<file path="src/rtl/serial_addsub_digit.sv">
// serial_addsub_digit: digit-serial two's-complement adder/subtractor, LS digit first, one cycle of registered latency
// Ports: clk, rst (async, active-high); in_valid/in_first/sub/a/b carry the input digit stream;
// out_valid/out_sum/out_last carry the result stream; carry_out/overflow are qualified by out_last;
// frame_err pulses for one cycle on a framing violation.
// Build option: define SERIAL_ADDSUB_DIGIT_SUB_EN to enable subtraction; without it the block is add-only and sub is ignored.
module serial_addsub_digit #(
  parameter int DIGIT_W = 1,
  parameter int DIGITS  = 8
) (
  input  logic               clk,
  input  logic               rst,
  input  logic               in_valid,
  input  logic               in_first,
  input  logic               sub,
  input  logic [DIGIT_W-1:0] a,
  input  logic [DIGIT_W-1:0] b,
  output logic               out_valid,
  output logic [DIGIT_W-1:0] out_sum,
  output logic               out_last,
  output logic               carry_out,
  output logic               overflow,
  output logic               frame_err
);
  localparam int CW = $clog2(DIGITS);
  typedef enum logic {IDLE, ACTIVE} state_t;
  state_t state_q, state_d;
  logic [CW-1:0] cnt_q, cnt_d;
  logic carry_q, carry_d, mode_q, mode_d;
  logic out_valid_q, out_valid_d, out_last_q, out_last_d;
  logic carry_out_q, carry_out_d, overflow_q, overflow_d, frame_err_q, frame_err_d;
  logic [DIGIT_W-1:0] out_sum_q, out_sum_d, sum;
  logic sub_en, start, accept, last, mode_eff, bx, cy, cy_msb;
`ifdef SERIAL_ADDSUB_DIGIT_SUB_EN
  assign sub_en = sub;
`else
  logic unused_sub;
  assign unused_sub = sub;
  assign sub_en = 1'b0;
`endif
  assign start    = in_valid & in_first;
  assign accept   = start | (in_valid & (state_q == ACTIVE));
  // in_first on the final position is a restart, so it never closes the old word
  assign last     = accept & ~in_first & (cnt_q == CW'(DIGITS - 1));
  assign mode_eff = start ? sub_en : mode_q;
  // Ripple of full adders; cy_msb keeps the carry into the MS bit for overflow
  always_comb begin
    cy = start ? sub_en : carry_q;
    cy_msb = 1'b0;
    bx = 1'b0;
    sum = '0;
    for (int i = 0; i < DIGIT_W; i++) begin
      bx = b[i] ^ mode_eff;
      sum[i] = a[i] ^ bx ^ cy;
      cy_msb = cy;
      cy = (a[i] & bx) | (cy & (a[i] ^ bx));
    end
  end
  always_ff @(posedge clk or posedge rst) begin
    if (rst) begin
      state_q     <= IDLE;
      cnt_q       <= '0;
      carry_q     <= 1'b0;
      mode_q      <= 1'b0;
      out_valid_q <= 1'b0;
      out_sum_q   <= '0;
      out_last_q  <= 1'b0;
      carry_out_q <= 1'b0;
      overflow_q  <= 1'b0;
      frame_err_q <= 1'b0;
    end else begin
      state_q     <= state_d;
      cnt_q       <= cnt_d;
      carry_q     <= carry_d;
      mode_q      <= mode_d;
      out_valid_q <= out_valid_d;
      out_sum_q   <= out_sum_d;
      out_last_q  <= out_last_d;
      carry_out_q <= carry_out_d;
      overflow_q  <= overflow_d;
      frame_err_q <= frame_err_d;
    end
  end
  always_comb begin
    state_d = state_q;
    cnt_d = cnt_q;
    carry_d = carry_q;
    mode_d = mode_q;
    if (start) begin
      state_d = ACTIVE;
      cnt_d = CW'(1);
      mode_d = sub_en;
      carry_d = cy;
    end else if (accept) begin
      state_d = last ? IDLE : ACTIVE;
      cnt_d = last ? '0 : cnt_q + CW'(1);
      carry_d = cy;
    end
  end
  always_comb begin
    out_valid_d = accept;
    out_sum_d   = accept ? sum : '0;
    out_last_d  = last;
    carry_out_d = last & cy;
    overflow_d  = last & (cy ^ cy_msb);
    frame_err_d = in_valid & (in_first ? (state_q == ACTIVE) : (state_q == IDLE));
  end
  assign out_valid = out_valid_q;
  assign out_sum   = out_sum_q;
  assign out_last  = out_last_q;
  assign carry_out = carry_out_q;
  assign overflow  = overflow_q;
  assign frame_err = frame_err_q;
endmodule

</file>
<file path="config.mk">
export PLATFORM = sky130hd
export DESIGN_NAME = serial_addsub_digit
export DESIGN_NICKNAME = d
export VERILOG_FILES = /design/src/rtl/serial_addsub_digit.sv
export SDC_FILE = /design/constraint.sdc
export NUM_CORES = 1
export LEC_CHECK = 0
export BUFFER_PORTS_ARGS = -buffer_cell sky130_fd_sc_hd__buf_2
export CAP_MARGIN = 15
export CORE_AREA = 5 5 42 44
export CTS_BUF_LIST = sky130_fd_sc_hd__clkbuf_2
export CTS_CLUSTER_DIAMETER = 150
export CTS_CLUSTER_SIZE = 24
export DETAILED_ROUTE_END_ITERATION = 7
export DIE_AREA = 0 0 47 49
export PLACE_DENSITY = 0.7
export SLEW_MARGIN = 5
export SYNTH_ARGS = -nofsm -noshare
export SYNTH_HDL_FRONTEND = slang
export SYNTH_SLANG_ARGS = --single-unit
</file>
<file path="constraint.sdc">
create_clock -name clk -period 2 [get_ports clk]
set_input_delay 0.5 -clock clk [delete_from_list [all_inputs] [get_ports clk]]
set_output_delay 0.5 -clock clk [all_outputs]
set_load 0.01 [all_outputs]
</file>
==> results.py, run 1 <==
metrics = {
    "min_path": {
        "hold_class": "input port to asynchronous set/reset pin",
    },
    "pwr": {
        "power_density_nw_per_um2": 807,
        "p_leak_nw": 0.375,
        "p_total_uw": 558,
        "p_int_uw": 378,
        "ir_worst_vdd_uv": 333,
        "clkPwrFrac": 0.225,
        "comb_power_share": 0.243,
        "p_sw_uw": 180,
        "p_seq_frac": 0.531,
        "swShare": 0.322,
    },
    "sta": {
        "rsz0062_at_grt": "false",
        "finalSetupTns_ns": 0,
        "relSlewSlack": 0.684,
        "fin_crit_ns": 1.46,
        "fin_crit_sh": 0.732,
        "clock.fmax_mhz": 683,
        "tightest_slew_ns": 0.473,
        "finClkSkew_ns": 0.00752,
        "drv_slew": 0,
        "hold_viol": 0,
        "fin_hold_ws_ns": 0.205,
        "setup_viol": 0,
    },
    "clocking": {
        "clock_sinks": 12,
        "ctsResizeCount": 0,
        "cts_setup_buffers": 0,
        "clock_path_buffers": 2,
        "ctsRootBufferMaster": "clkbuf_2",
        "cts_tree": "yes",
        "cts_buffers": 3,
        "cts_max_level": 1,
        "worstSkewPairLatency_ns": 0.28,
        "path_clk_slew_ns": 0.12,
        "ctsHoldBuffers": 0,
    },
    "global_routing": {
        "use_met3": 0.0332,
        "grt_max_degree": 13,
        "track_usage": 0.103,
        "grt_pass1_vias": 370,
        "globalRouteOverflowTotal": 0,
        "met1_usage": 0.144,
        "grt_pass1_wl_mm": 1.66,
        "top_usage_layer": "met1",
        "use_met2": 0.131,
        "antenna_found_initial": 0,
    },
    "drt": {
        "antenna_left": 0,
        "first_iter_violations": 4,
        "wl_um": 975,
        "drt-pass1-iter-count": 3,
        "routed_via_density": 4.97,
        "vias": 388,
        "wl_per_cell_um": 12.5,
        "remaining_drc_errors": 0,
    },
    "logic_synthesis": {
        "ys_top_cells_by_count": "12 x dfrtp_1, 6 x inv_1, 5 x nand2_1, 3 x buf_6",
        "yosysTopAreaCell": "dfrtp_1",
        "synthFlopType": "dfrtp_1",
        "synth_top_area_frac": 0.479,
        "synth_warnings": 0,
        "synth_nets": 60,
        "syn_avg_cell_area_um2": 12.5,
        "syn-instance-count": 50,
        "synthesis.area_um2": 627,
        "synth.most_common_cell": "dfrtp_1",
        "yosysUniqueCellTypes": 23,
        "synth_enable_flop_cells": 0,
        "synth_seq_area_share": 0.479,
        "ys_seq_elements": 12,
        "postSynth.asyncResetShare": 1.00,
        "synthTopCellsByArea": "dfrtp_1 48%, nand4b_4 7.6%, buf_6 5.4%",
    },
    "floorplanning": {
        "die_w_um": 47,
        "ios": 13,
        "fp-row-count": 14,
        "core_um2": 1400,
        "die_area_um2": 2300,
        "start_util": 0.447,
        "die_y_um": 49,
    },
    "critical_path": {
        "worstSetupPathType": "flip-flop to flip-flop",
        "crit_chain": "a21boi_2 -> xnor2_1 -> fa_1 -> xor2_1 -> nor2_2",
        "max_stage_delay_ns": 0.47,
        "slowest_stage": "fa_1",
        "start_kind": "flip-flop",
        "cp_max_fo": 3,
        "crit_arrival_ns": 1.65,
        "critical-path-top-delay-family": "adder cells",
        "endpoint_kind": "flip-flop",
        "critical_path_buf_inv_count": 0,
        "crit_required_ns": 2.19,
    },
    "layout": {
        "antenna_cells": 0,
        "fin_nets": 74,
        "areaGrowthSynthToFinish_pct": 10.2,
        "fin_util": 0.493,
        "largest_reg_flops": 3,
        "top_register": "cnt_q",
        "final_area_um2": 691,
        "drive_gt1_frac": 0.403,
    },
    "placement": {
        "hpwlAfterDp_um": 724,
        "portBuffers": 11,
        "globalplace.congestion": 0.718,
        "placed_cell_area_um2": 676,
    },
    "run_status": {
        "outcome": "complete, no violations",
    },
    "job": {
        "maxCapViolations": 0,
    },
}
-- cell usage in the layout, fill, tap and decap left out, drive strengths merged --
cell type	count
o311ai	1
o21ai	1
mux2i	1
xor2	1
xnor2	1
or2	1
fa	1
nand2	5
clkbuf	3
nand3	1
ha	2
a21boi	2
dfrtp	12
nand2b	2
inv	7
o221ai	2
a22o	1
nor2	3
a21bo	1
buf	12
nand4b	2
-- layout make-up --
cell class	instances	area, um^2
inverters	7	26.3
multi-input cells	28	267
well taps	16	20.0
fillers	140	711
repair buffers	12	62.6
flip-flops and latches	12	300
clock buffers	3	15.0
-- power groups by stage --
stage | clock network [mW] | registers, mW | logic [mW]
final | 0.126 | 0.296 | 0.136
after global placement | 0 | 0.300 | 0.134
after detailed placement | 0 | 0.303 | 0.137
after CTS | 0.126 | 0.296 | 0.138
after global routing | 0.133 | 0.301 | 0.155
after floorplan | 0 | 0.296 | 0.117
-- kinds of logic after synthesis --
logic type | share of synthesized area
AND/OR/NAND/NOR | 0.174
flip-flops | 0.479
buffers and inverters | 0.0958
AO/OA/AOI/OAI | 0.136
adder cells (fa/ha/maj) | 0.0719
XOR/XNOR | 0.0279
multiplexers | 0.0160
-- path summary, 6_finish.rpt --
kind,from,to,slack [ns],depth (start not counted)
max,mode_q,overflow,0.54,5
min,rst,frame_err,0.21,2
max reg2reg,mode_q,overflow,0.54,5
min reg2reg,cnt_q[0],cnt_q[0],0.55,1
max in group asynchronous,rst,out_sum,1.47,2
min in group clk,in_valid,mode_q,0.43,2
-- metal layers --
layer | wire, um | part of all wire
met1 | 462 | 0.47
met2 | 409 | 0.42
met5 | 0 | 0
met4 | 34 | 0.035
met3 | 69 | 0.071
-- worst register-to-register path: cells and delay by family, from the launching register on --
family | cells | cell delay, ns
AOI/OAI and AO/OA | 1 | 0.16
xor gates and xnor gates | 2 | 0.33
adders and majority gates | 1 | 0.47
DFF | 1 | 0.38
and+or+nand+nor | 1 | 0.04
-- metrics by stage --
stage	instances	setup slack, ns
finish	78	0.537
global route	78	0.441
CTS	78	0.514
detailed placement	75	0.225
global placement	75	0.241
floorplan	50	0.377
Power figures use the tool's default switching activity.
==> run 2: changes to the inputs <==
--- a/config.mk
+++ b/config.mk
@@ -13,7 +13,7 @@
 export CTS_CLUSTER_SIZE = 24
 export DETAILED_ROUTE_END_ITERATION = 7
 export DIE_AREA = 0 0 47 49
-export PLACE_DENSITY = 0.7
+export PLACE_DENSITY = 0.73
 export SLEW_MARGIN = 5
 export SYNTH_ARGS = -nofsm -noshare
 export SYNTH_HDL_FRONTEND = slang
==> constraint.sdc (replaced) <==
create_clock -name clk -period 1.2 [get_ports clk]
set_input_delay 0.3 -clock clk [delete_from_list [all_inputs] [get_ports clk]]
set_output_delay 0.3 -clock clk [all_outputs]
set_load 0.01 [all_outputs]
==> run 2 against run 1 <==
Compared with the run above: the flow now finishes with violations (setup timing); hold slack lost 0.18 ns; global-route usage grew 1.0 points; critical path depth stayed put; die area unchanged; setup slack worse by 0.68 ns; register-to-register slack lost 0.68 ns; combinational power grew 140%; sequential power is 66% higher; sequential share of layout area shrank 5.3 points; clock-buffer cell count unchanged; total power increased by 82%; critical path type unchanged; largest power group unchanged; highest routed layer is now met3.
==> results.py, run 2 (same netlist as run 1, synthesis figures left out) <==
metrics = {
    "layout": {
        "largest_reg_flops": 3,
        "areaGrowthSynthToFinish_pct": 25.5,
        "antenna_cells": 0,
        "drive_gt1_frac": 0.529,
        "final_common_cell": "dfrtp_1",
        "top_register": "cnt_q",
        "fin_nets": 81,
        "layout_common_cells": "12 x dfrtp_1, 11 x buf_2, 8 x buf_4, 6 x inv_1, 5 x nand2_1",
    },
    "critical_path": {
        "start_kind": "flip-flop",
        "endpoint_kind": "flip-flop",
        "crit_required_ns": 1.36,
        "worstSetupPathType": "flip-flop to flip-flop",
        "crit_arrival_ns": 1.51,
        "r2r_cells": 5,
        "cp_max_fo": 3,
    },
    "global_routing": {
        "antenna_found_initial": 0,
        "globalRouteOverflowTotal": 0,
        "grt_pass1_vias": 470,
        "grt_max_degree": 13,
        "grt_pass1_wl_mm": 1.92,
        "track_usage": 0.114,
    },
    "sta": {
        "relSlewSlack": 0.698,
        "fin_crit_ns": 1.35,
        "worst_slack_ns": -0.146,
        "clock.fmax_mhz": 743,
        "tightest_slew_ns": 0.452,
        "fin_crit_sh": 1.12,
        "finalSetupTns_ns": -0.427,
        "hold_viol": 0,
        "finClkSkew_ns": 0.00860,
        "setup_viol": 4,
        "rsz0062_at_grt": "true",
        "drv_slew": 0,
    },
    "floorplanning": {
        "die_area_um2": 2300,
        "ios": 13,
        "core_um2": 1400,
        "die_y_um": 49,
        "fp-row-count": 14,
        "start_util": 0.447,
        "die_w_um": 47,
    },
    "clocking": {
        "cts_max_level": 1,
        "clock_path_buffers": 2,
        "cts_buffers": 3,
        "cts_tree": "yes",
        "path_clk_slew_ns": 0.12,
        "clock_sinks": 12,
        "worstSkewPairLatency_ns": 0.25,
        "ctsRootBufferMaster": "clkbuf_2",
        "ctsHoldBuffers": 0,
        "cts_setup_buffers": 0,
    },
    "placement": {
        "portBuffers": 11,
        "globalplace.congestion": 0.770,
        "hpwlAfterDp_um": 751,
    },
    "drt": {
        "vias": 416,
        "wl_per_cell_um": 12.1,
        "wl_met2_um": 521,
        "wl_met1_um": 464,
        "met3_length_um": 54,
        "antenna_left": 0,
        "drt-pass1-iter-count": 4,
        "routed_via_density": 4.84,
        "wl_mm": 1.04,
        "remaining_drc_errors": 0,
        "first_iter_violations": 7,
        "routed.top_layer": "met3",
    },
    "job": {
        "maxCapViolations": 0,
    },
    "run_status": {
        "failed_checks": "setup timing",
        "outcome": "finished, violations left",
    },
    "pwr": {
        "ir_worst_vdd_uv": 881,
        "power_density_nw_per_um2": 1290,
        "p_leak_nw": 0.413,
        "p_total_mw": 1.01,
    },
    "min_path": {
        "hold_class": "input port to asynchronous set/reset pin",
    },
}
==> run 2: metrics by stage <==
step	hold slack [ns]	util	cell area [um^2]	setup WS [ns]	std cells
after floorplan	0.165	-	633	-0.141	50
after global placement	0.320	0.521	731	-0.206	82
after detailed placement	0.333	0.521	731	-0.228	82
after CTS	0.0235	0.546	764	-0.165	86
after global routing	0.0243	0.562	787	-0.213	86
final	0.0215	0.562	787	-0.146	86
==> run 2: timing repair <==
item	CTS	global route
setup endpoints to repair	7	6
hold endpoints to repair	0	0
resized for setup	2	3
pin swaps	3	0
==> run 2: power breakdown <==
part / total [mW] / switching (mW) / internal, mW
logic: 0.322 / 0.147 / 0.175
registers: 0.491 / 0.0394 / 0.452
clock network: 0.200 / 0.128 / 0.0725
==> run 2: routing by layer <==
layer  vias up  track usage
li1        208            -
met1       200        0.155
met2         8        0.165
met3         0       0.0369
met4         0       0.0415
met5         -            0
==> run 2: critical path, cell delays in order, from the launching register on <==
cell and delay (ns):
dfrtp_1 0.39, a21boi_4 0.15, xnor2_2 0.14, fa_2 0.37, xor2_1 0.18, nor2_2 0.04
==> run 2: cell type report <==
| class | instances | area, um^2 |
|---|---|---|
| Tap cell | 16 | 20.0 |
| Multi-Input combinational cell | 28 | 307 |
| Clock buffer | 3 | 15.0 |
| Clock inverter | 1 | 3.75 |
| Timing Repair Buffer | 19 | 115 |
| Sequential cell | 12 | 300 |
| Fill cell | 131 | 614 |
| Inverter | 7 | 26.3 |
==> run 2: path summary, 6_finish.rpt <==
| check | start | end | slack [ns] |
|---|---|---|---|
| setup / recovery | mode_q | overflow | -0.15 |
| hold / removal | rst | state_q | 0.02 |
| setup reg to reg | mode_q | overflow | -0.15 |
| hold reg to reg | mode_q | mode_q | 0.57 |
| max in group asynchronous | rst | cnt_q[1] | 0.86 |
| min in group clk | in_first | mode_q | 0.27 |
==> run 3: changes to the inputs <==
--- a/config.mk
+++ b/config.mk
@@ -7,13 +7,13 @@
 export LEC_CHECK = 0
 export BUFFER_PORTS_ARGS = -buffer_cell sky130_fd_sc_hd__buf_2
 export CAP_MARGIN = 15
-export CORE_AREA = 5 5 42 44
+export CORE_MARGIN = 5
+export CORE_UTILIZATION = 35
 export CTS_BUF_LIST = sky130_fd_sc_hd__clkbuf_2
 export CTS_CLUSTER_DIAMETER = 150
 export CTS_CLUSTER_SIZE = 24
 export DETAILED_ROUTE_END_ITERATION = 7
-export DIE_AREA = 0 0 47 49
-export PLACE_DENSITY = 0.73
+export PLACE_DENSITY = 0.63
 export SLEW_MARGIN = 5
 export SYNTH_ARGS = -nofsm -noshare
 export SYNTH_HDL_FRONTEND = slang
==> run 3 against run 2 <==
Compared with the run above: the flow still finishes with violations (setup timing); routed wire length up 14%; final cell count rose by 12%; critical path type unchanged; core utilization down 9.0 points; sequential power is essentially flat; cell area rose by 2.4%; first-iteration DRC count down 43%.
==> results.py, run 3 (same netlist as run 1, synthesis figures left out) <==
metrics = {
    "sta": {
        "fin_crit_sh": 1.13,
        "drv_slew": 0,
        "fin_hold_ws_ns": 0.00116,
        "fin_crit_ns": 1.35,
        "clock.fmax_mhz": 741,
        "finClkSkew_ns": 0.0146,
        "tightest_slew_ns": 0.451,
        "hold_viol": 0,
        "worst_slack_ns": -0.150,
        "setup_viol": 4,
        "rsz0062_at_grt": "true",
        "relSlewSlack": 0.699,
        "finalSetupTns_ns": -0.444,
    },
    "pwr": {
        "p_total_mw": 1.03,
        "comb_power_share": 0.316,
        "power_density_nw_per_um2": 1270,
        "p_sw_uw": 327,
        "clkPwrFrac": 0.205,
        "p_leak_nw": 0.418,
        "p_seq_frac": 0.479,
        "swShare": 0.318,
        "ir_worst_vdd_uv": 477,
        "p_int_uw": 700,
    },
    "global_routing": {
        "globalRouteOverflowTotal": 0,
        "grt_pass1_wl_mm": 2.06,
        "grt_max_degree": 13,
        "grt_pass1_vias": 477,
        "track_usage": 0.108,
        "antenna_found_initial": 0,
    },
    "clocking": {
        "cts_setup_buffers": 0,
        "cts_tree": "yes",
        "cts_max_level": 1,
        "clock_path_buffers": 2,
        "clock_sinks": 12,
        "path_clk_slew_ns": 0.13,
        "cts_buffers": 3,
        "ctsRootBufferMaster": "clkbuf_2",
        "ctsHoldBuffers": 0,
        "worstSkewPairLatency_ns": 0.27,
    },
    "critical_path": {
        "critical_path_buf_inv_count": 0,
        "crit_arrival_ns": 1.53,
        "r2r-start": "mode_q",
        "max_stage_delay_ns": 0.39,
        "r2r_cells": 5,
        "worstSetupPathType": "flip-flop to flip-flop",
        "r2r_slack_ns": -0.15,
        "start_kind": "flip-flop",
        "critical-path-top-delay-family": "flip-flops",
        "slowest_stage": "dfrtp_1",
        "crit_chain": "a21boi_4 -> xnor2_2 -> fa_2 -> xor2_2 -> nor2_2",
        "crit_required_ns": 1.38,
        "reg2reg_to": "overflow",
        "endpoint_kind": "flip-flop",
        "cp_max_fo": 3,
    },
    "placement": {
        "portBuffers": 11,
        "place_ws_ns": -0.250,
        "hpwlAfterDp_um": 863,
        "globalplace.congestion": 0.728,
        "dp.cells": 92,
        "placed_cell_area_um2": 749,
    },
    "drt": {
        "routed_via_density": 4.55,
        "drt-pass1-iter-count": 4,
        "antenna_left": 0,
        "vias": 437,
        "wl_mm": 1.19,
        "wl_per_cell_um": 12.4,
        "remaining_drc_errors": 0,
        "first_iter_violations": 4,
    },
    "floorplanning": {
        "start_util": 0.367,
        "die_area_um2": 2740,
        "core_um2": 1710,
        "fp-row-count": 15,
        "ios": 13,
        "die_w_um": 52.3,
        "die_y_um": 52.3,
    },
    "run_status": {
        "failed_checks": "setup timing",
        "outcome": "finished, violations left",
    },
    "layout": {
        "final_area_um2": 806,
        "final_common_cell": "dfrtp_1",
        "layout_common_cells": "12 x dfrtp_1, 11 x buf_2, 9 x buf_4, 6 x inv_1, 5 x nand2_1",
        "largest_reg_flops": 3,
        "drive_gt1_frac": 0.535,
        "fin_nets": 82,
        "top_register": "cnt_q",
        "nFillCells": 177,
        "antenna_cells": 0,
        "final_cells": 96,
        "fin_util": 0.472,
        "areaGrowthSynthToFinish_pct": 28.5,
    },
    "min_path": {
        "hold_class": "input port to asynchronous set/reset pin",
    },
    "job": {
        "maxCapViolations": 0,
    },
}
## run 3: changes by cell type in the layout (fill, tap and decap cells not counted), sizes merged
cell  previous run  this run
buf             19        20
## run 3: worst max-delay path by stage
stage	slack (ns)	start	cells after the start	to
2_1_floorplan	-0.14	in_first	6	overflow
3_3_place_gp	-0.21	in_valid	6	overflow
3_5_place_dp	-0.25	in_valid	6	overflow
4_1_cts	-0.19	mode_q	5	overflow
5_1_grt	-0.21	mode_q	5	overflow
6_report	-0.15	mode_q	5	overflow
## run 3: area by class of cell
class / instances / area (um^2) / share of cell area
Clock inverter: 1 / 3.75 / 0.00466
Clock buffer: 3 / 15.0 / 0.0186
Multi-Input combinational cell: 28 / 307 / 0.380
Inverter: 7 / 26.3 / 0.0326
Sequential cell: 12 / 300 / 0.373
Timing Repair Buffer: 20 / 123 / 0.152
Tap cell: 25 / 31.3 / 0.0388
## run 3: routing by layer
metal  routed length, um  up-vias  track usage
li1                    -      205            -
met5                   0        -            0
met2                 592       12        0.184
met3                  41        4       0.0114
met4                  44        0        0.102
met1                 510      216        0.112
## run 3: power by group through the flow
stage	logic (mW)	registers (mW)	clock network, mW
2_1_floorplan	0.199	0.493	0
3_3_place_gp	0.283	0.493	0
3_5_place_dp	0.296	0.496	0
4_1_cts	0.330	0.492	0.221
5_1_grt	0.364	0.497	0.241
6_report	0.325	0.492	0.211
## run 3: repair_timing
item	in CTS	in global routing
pin swaps	3	1
setup endpoints to repair	6	5
gates resized for setup	5	0
